### config.mk
export PLATFORM = sky130hd
export DESIGN_NAME = button_conditioner
export DESIGN_NICKNAME = d
export VERILOG_FILES = /design/src/rtl/button_conditioner.sv
export SDC_FILE = /design/constraint.sdc
export NUM_CORES = 1
export LEC_CHECK = 0
export CAP_MARGIN = 20
export CORE_MARGIN = 5
export CORE_UTILIZATION = 53
export CTS_BUF_LIST = sky130_fd_sc_hd__clkbuf_8
export DETAILED_ROUTE_END_ITERATION = 6
export PLACE_DENSITY = 0.73
export SLEW_MARGIN = 20
export SYNTH_ARGS = -nofsm -noshare
export SYNTH_HDL_FRONTEND = slang
export SYNTH_SLANG_ARGS = --single-unit
### constraint.sdc
create_clock -name CLK -period 2.5 [get_ports CLK]
set_input_delay 0.75 -clock CLK [delete_from_list [all_inputs] [get_ports CLK]]
set_output_delay 0.75 -clock CLK [all_outputs]
set_load 0.02 [all_outputs]
### src/rtl/button_conditioner.sv
// button_conditioner
// Synchronizes and debounces the nine active-low cell buttons, then turns each
// accepted press into a one-cycle active-low strobe, issued one at a time
// (lowest channel first) and only while the display is in blanking.
module button_conditioner #(
  parameter int DEBOUNCE_CYCLES = 500000,
  parameter int CNT_W           = 20
) (
  input  logic       CLK,
  input  logic       RST,
  input  logic [8:0] btn_n_raw,
  input  logic       vnotactive,
  output logic       board_but00,
  output logic       board_but01,
  output logic       board_but02,
  output logic       board_but10,
  output logic       board_but11,
  output logic       board_but12,
  output logic       board_but20,
  output logic       board_but21,
  output logic       board_but22,
  output logic [8:0] btn_level_n,
  output logic       busy
);

  // Counter value on which the DEBOUNCE_CYCLES-th differing sample lands.
  localparam logic [CNT_W-1:0] LAST_COUNT = CNT_W'(DEBOUNCE_CYCLES - 1);

  logic [8:0]       r_sync1;
  logic [8:0]       r_sync2;
  logic [8:0]       r_levelN;
  logic [CNT_W-1:0] r_cnt [9];
  logic [8:0]       r_pending;
  logic             r_busy;
  logic [8:0]       r_strobeN;

  logic [8:0]       w_accept;
  logic [8:0]       w_press;
  logic [8:0]       w_lowest;
  logic [8:0]       w_clear;
  logic [8:0]       w_pendingNext;

  // Two-flop synchronizer; idle (released) buttons read as 1.
  always_ff @(posedge CLK or negedge RST) begin
    if (!RST) begin
      r_sync1 <= '1;
      r_sync2 <= '1;
    end else begin
      r_sync1 <= btn_n_raw;
      r_sync2 <= r_sync1;
    end
  end

  // A channel accepts its new level on the final differing sample; a press is
  // an accepted change towards 0.
  always_comb begin
    w_accept = '0;
    w_press  = '0;
    for (int i = 0; i < 9; i++) begin
      w_accept[i] = (r_sync2[i] != r_levelN[i]) && (r_cnt[i] == LAST_COUNT);
      w_press[i]  = w_accept[i] && !r_sync2[i];
    end
  end

  // Per-channel debounce counters and debounced levels; any matching sample
  // restarts the count.
  always_ff @(posedge CLK or negedge RST) begin
    if (!RST) begin
      r_levelN <= '1;
      for (int i = 0; i < 9; i++) begin
        r_cnt[i] <= '0;
      end
    end else begin
      for (int i = 0; i < 9; i++) begin
        if (r_sync2[i] == r_levelN[i]) begin
          r_cnt[i] <= '0;
        end else if (w_accept[i]) begin
          r_levelN[i] <= r_sync2[i];
          r_cnt[i]    <= '0;
        end else begin
          r_cnt[i] <= r_cnt[i] + 1'b1;
        end
      end
    end
  end

  // Pick the lowest pending channel during blanking; a new press on the same
  // channel overrides its clear so the second press is not lost.
  always_comb begin
    w_lowest      = r_pending & (~r_pending + 9'd1);
    w_clear       = vnotactive ? w_lowest : 9'd0;
    w_pendingNext = (r_pending & ~w_clear) | w_press;
  end

  // Pending set, busy flag and the registered strobes all move on one edge.
  always_ff @(posedge CLK or negedge RST) begin
    if (!RST) begin
      r_pending <= '0;
      r_busy    <= 1'b0;
      r_strobeN <= '1;
    end else begin
      r_pending <= w_pendingNext;
      r_busy    <= |w_pendingNext;
      r_strobeN <= ~w_clear;
    end
  end

  assign btn_level_n = r_levelN;
  assign busy        = r_busy;
  assign board_but00 = r_strobeN[0];
  assign board_but01 = r_strobeN[1];
  assign board_but02 = r_strobeN[2];
  assign board_but10 = r_strobeN[3];
  assign board_but11 = r_strobeN[4];
  assign board_but12 = r_strobeN[5];
  assign board_but20 = r_strobeN[6];
  assign board_but21 = r_strobeN[7];
  assign board_but22 = r_strobeN[8];

endmodule

=== Yosys cells after proc, flatten, opt, wreduce, memory -nomap -nowiden ===
Index checks and enable logic that the tools add are counted.

* Bits in registers: 226
* Input port bits: 12
* Output and inout port bits: 19
* Logic and storage cells: 130

* Add/sub/neg operators: 10
* Equal/unequal tests: 27
* Multiplexer cells: 19
* Bitwise logic cells: 14
* Reductions and logical operators: 37

{| class="wikitable"
|+ Operators by type and width
! kind !! count
|-
| $mux 20 || 18
|-
| $add 20x1->20 const B || 9
|-
| $eq 20x19->1 const B || 9
|-
| $and 9x9->9 || 2
|-
| $logic_and 1x1->1 || 18
|-
| $not 9->9 || 2
|-
| $reduce_and 2->1 || 9
|-
| $add 9x1->9 const B || 1
|-
| $eq 1x1->1 || 9
|-
| $logic_not 1->1 || 9
|-
| $mux 9 || 1
|-
| $ne 1x1->1 || 9
|-
| $not 1->1 || 9
|-
| $or 9x9->9 || 1
|-
| $reduce_or 9->1 || 1
|}

=== Logic depth before layout (Yosys ltp) ===
* Word-level depth: 8
* Depth in mapped cells: 7
* Depth with buffers taken out: 6

=== Least setup slack after synthesis ===
Ideal clock, no wire load.

* Path kind: input port to flip-flop
* Start point: input port vnotactive
* End point: register r_busy, in the netlist busy
* Library setup time: 0.139 ns
* Arrival: 1.952 ns
* Slack: 0.410 ns
* Stages on the path: 5
* Buffers on the path: 0
* Cell sequence: nor3b_4 -> nand3_1 -> o21ai_0 -> o2111ai_1 -> or4b_1

* Longest elaborated chain between the ends: 5

{| class="wikitable"
|+ RTL lines
! item !! line !! RTL
|-
| start: declaration || 12 || <nowiki>input logic vnotactive,</nowiki>
|-
| $mux 9 || 91 || <nowiki>w_clear = vnotactive ? w_lowest : 9'd0;</nowiki>
|-
| $not 9->9 || 92 || <nowiki>w_pendingNext = (r_pending & ~w_clear) | w_press;</nowiki>
|-
| $and 9x9->9 || 92 ||
|-
| $or 9x9->9 || 92 ||
|-
| $reduce_or 9->1 || 103 || <nowiki>r_busy <= |w_pendingNext;</nowiki>
|-
| end signal: assignment || 103 ||
|-
| end: declaration || 34 || <nowiki>logic r_busy;</nowiki>
|}

Every way passes these cells.
A chain may end at the register's enable or synchronous reset.

=== Final worst setup path ===
* Start point: register r_strobeN[5]
* End point: output port board_but12

{| class="wikitable"
|+ RTL lines
! item !! line !! RTL
|-
| start: declaration || 35 || <nowiki>logic [8:0] r_strobeN;</nowiki>
|-
| start signal: assignment || 104 || <nowiki>r_strobeN <= ~w_clear;</nowiki>
|-
| end: declaration || 18 || <nowiki>output logic board_but12,</nowiki>
|}

No word-level cell between the ends.

==> flow_summary.toml <==
[setup_path]
start_kind = "register"
path_cells = "clkdlybuf4s50_1"
slowest_delay_ns = 0.60
cp_num_buf_inv = 1
critPathCaptureType = "output pin"
critPathMaxFanout = 1
reg2reg_slack_ns = 0.43
required_ns = 1.75
slowest_stage = "clkdlybuf4s50_1"
critPathKind = "register to output pin"
cp_top_family = "buffers and inverters"
arrival_ns = 1.68

[grt]
grt_pass1_vias = 7123
grt_usage_pct = 17.5
grt_first_pass_wirelength_microns = 32800
overflow = 0
antenna_found_initial = 0
grt_max_degree = 61

[route]
wl_per_cell_microns = 13.6
antenna_left = 0
viasPerCell = 5.19
drt_iter0_drc = 313
drc = 0
wl_microns = 18500
drt_pass1_iterations = 5
num_vias = 7049

[cts]
cts-resized-gates = 1
post-cts-setup-buffer-count = 0
cts_root_buf = "clkbuf_8"
clkTransAtPathRegs_ns = 0.07
clockBufferDepth = 3
cts_sinks = 226
cts-buffers-inserted = 38
worstSkewPairLatency_ns = 0.53
tritoncts = "yes"
hold_buffers = 0
cts_htree_levels = 2

[die]
initial_core_util_pct = 53.4
num_io_pins = 31
core_sq_um = 19300
chipWidth_microns = 150
fp-row-count = 51
die_height_microns = 150
dieArea_sq_um = 22400

[timing]
fin_crit_sh_pct = 97.3
clock.fmax_mhz = 411
setup-tns-final_ns = 0
finalHoldViolCount = 0
setup_viol = 0
fin_worst_skew_ns = 0.0246
hold_slack_ns = 0.161
rsz0062_at_grt = "no"
max-slew-margin-rel_pct = 55.8
maxSlewViolCount = 0
worst_slew_pin_slew_ns = 0.658
postLayoutSetupSlackWorst_ns = 0.0674
period_needed_ns = 2.43

[yosys]
avgSynthCellArea_sq_um = 10.4
synth_top_cell_area_share_pct = 46.0
synth_area_sq_um = 10300
synthArstFlopShare_pct = 100
ys_seq_elements = 226
synthCells = 997
synth_common_cells = "nor2_1 (210), dfrtp_1 (190), xnor2_1 (93), xor2_1 (78), nand3_1 (62)"
synth-seq-area-share_pct = 55.2
yosysUniqueCellTypes = 44
synth_fp_nets = 1018
synth_edf_count = 0
synthFlopType = "dfrtp_1"
synthTopCellsByArea = "dfrtp_1 (46%), dfstp_2 (9.2%), xnor2_1 (7.9%)"
yosys.area.top_type = "dfrtp_1"
yosysWarnings = 0
synth.most_common_cell = "nor2_1"

[min_path]
min_path_type = "primary input to asynchronous set/reset pin"

[status]
outcome = "completed"

[cells_and_area]
drive_above_1_share_pct = 11.2
fin_nets = 1083
area_delta_synth_final_pct = 14.1
antennaDiodeCount = 0
post-route-util_pct = 61.0

[power]
ir_worst_vdd_v = 0.000387
p_total_mw = 7.30
powerDensity_nw_per_um2 = 620
leakagePower_nw = 5.00

[flow_run]
cap_violations = 0

[place]
place_ws_ns = -0.205
place.detailed.hpwl_microns = 12200
port_buffers = 30
place_congestion = 0.870
## flip-flops by register name (all words and copies together) (netlist names)
signal / cells
r_sync2: 9
r_strobeN: 9
r_sync1: 9
btn_level_n: 9
r_cnt: 180
busy: 1
r_pending: 9
## report_power, final
part | switching [mW] | leakage (nW) | internal, mW
clock | 1.41 | 0.473 | 1.89
sequential | 0.0476 | 3.01 | 3.72
combinational | 0.154 | 1.52 | 0.0757
## placed cells by master (no fill, tap or decap), types with 25 or more instances in the layout
cell | netlist | routed
nand4_1 | 42 | 42
nand3_1 | 62 | 62
nor2_1 | 210 | 210
dfstp_2 | 36 | 36
clkbuf_8 | 0 | 50
nor3_1 | 41 | 41
nand2_1 | 61 | 61
dfrtp_1 | 190 | 190
inv_1 | 27 | 45
xor2_1 | 78 | 78
xnor2_1 | 93 | 93
clkdlybuf4s50_1 | 0 | 25
## final cells by class
cell class / instances / area, sq um
Inverter: 27 / 101
Clock buffer: 50 / 688
Sequential cell: 226 / 5700
Multi-Input combinational cell: 729 / 4440
Clock inverter: 20 / 103
Tap cell: 265 / 332
Fill cell: 1596 / 7550
Timing Repair Buffer: 40 / 424
## cell families after synthesis
| family | after synthesis | share of synthesized area [%] |
|---|---|---|
| DFF | 226 | 55.2 |
| adders and majority gates | 9 | 1.09 |
| muxes | 9 | 0.982 |
| buffers and inverters | 42 | 1.82 |
| xor gates and xnor gates | 171 | 14.5 |
| AOI/OAI and AO/OA | 12 | 0.788 |
| and+or+nand+nor | 528 | 25.6 |
## layer usage
layer / routed length, microns / up-vias / GRT usage, % / share of wire [%]
li1: - / 3522 / - / -
met1: 8910 / 3395 / 24.2 / 48
met2: 8500 / 97 / 27.6 / 46
met3: 728 / 35 / 3.79 / 3.9
met4: 378 / 0 / 6.45 / 2.0
met5: 0 / - / 0 / 0
## worst paths after layout
path,start,cells after the start,to
worst max-delay path,r_strobeN[5],1,board_but12
worst min-delay path,RST,1,r_cnt[128]
worst max register to register,r_sync2[1],5,r_cnt[159]
worst min register to register,r_sync1[1],0,r_sync2[1]
max in group asynchronous,RST,2,r_sync2[3]
min in group CLK,r_sync1[1],0,r_sync2[1]
## stage by stage
stage / area [sq um] / cells
after floorplan: 10300 / 997
after global placement: 11000 / 1287
after detailed placement: 11000 / 1287
after CTS: 11800 / 1357
after global routing: 11800 / 1357
final: 11800 / 1357
No activity file was read; power rests on OpenSTA's default activity.
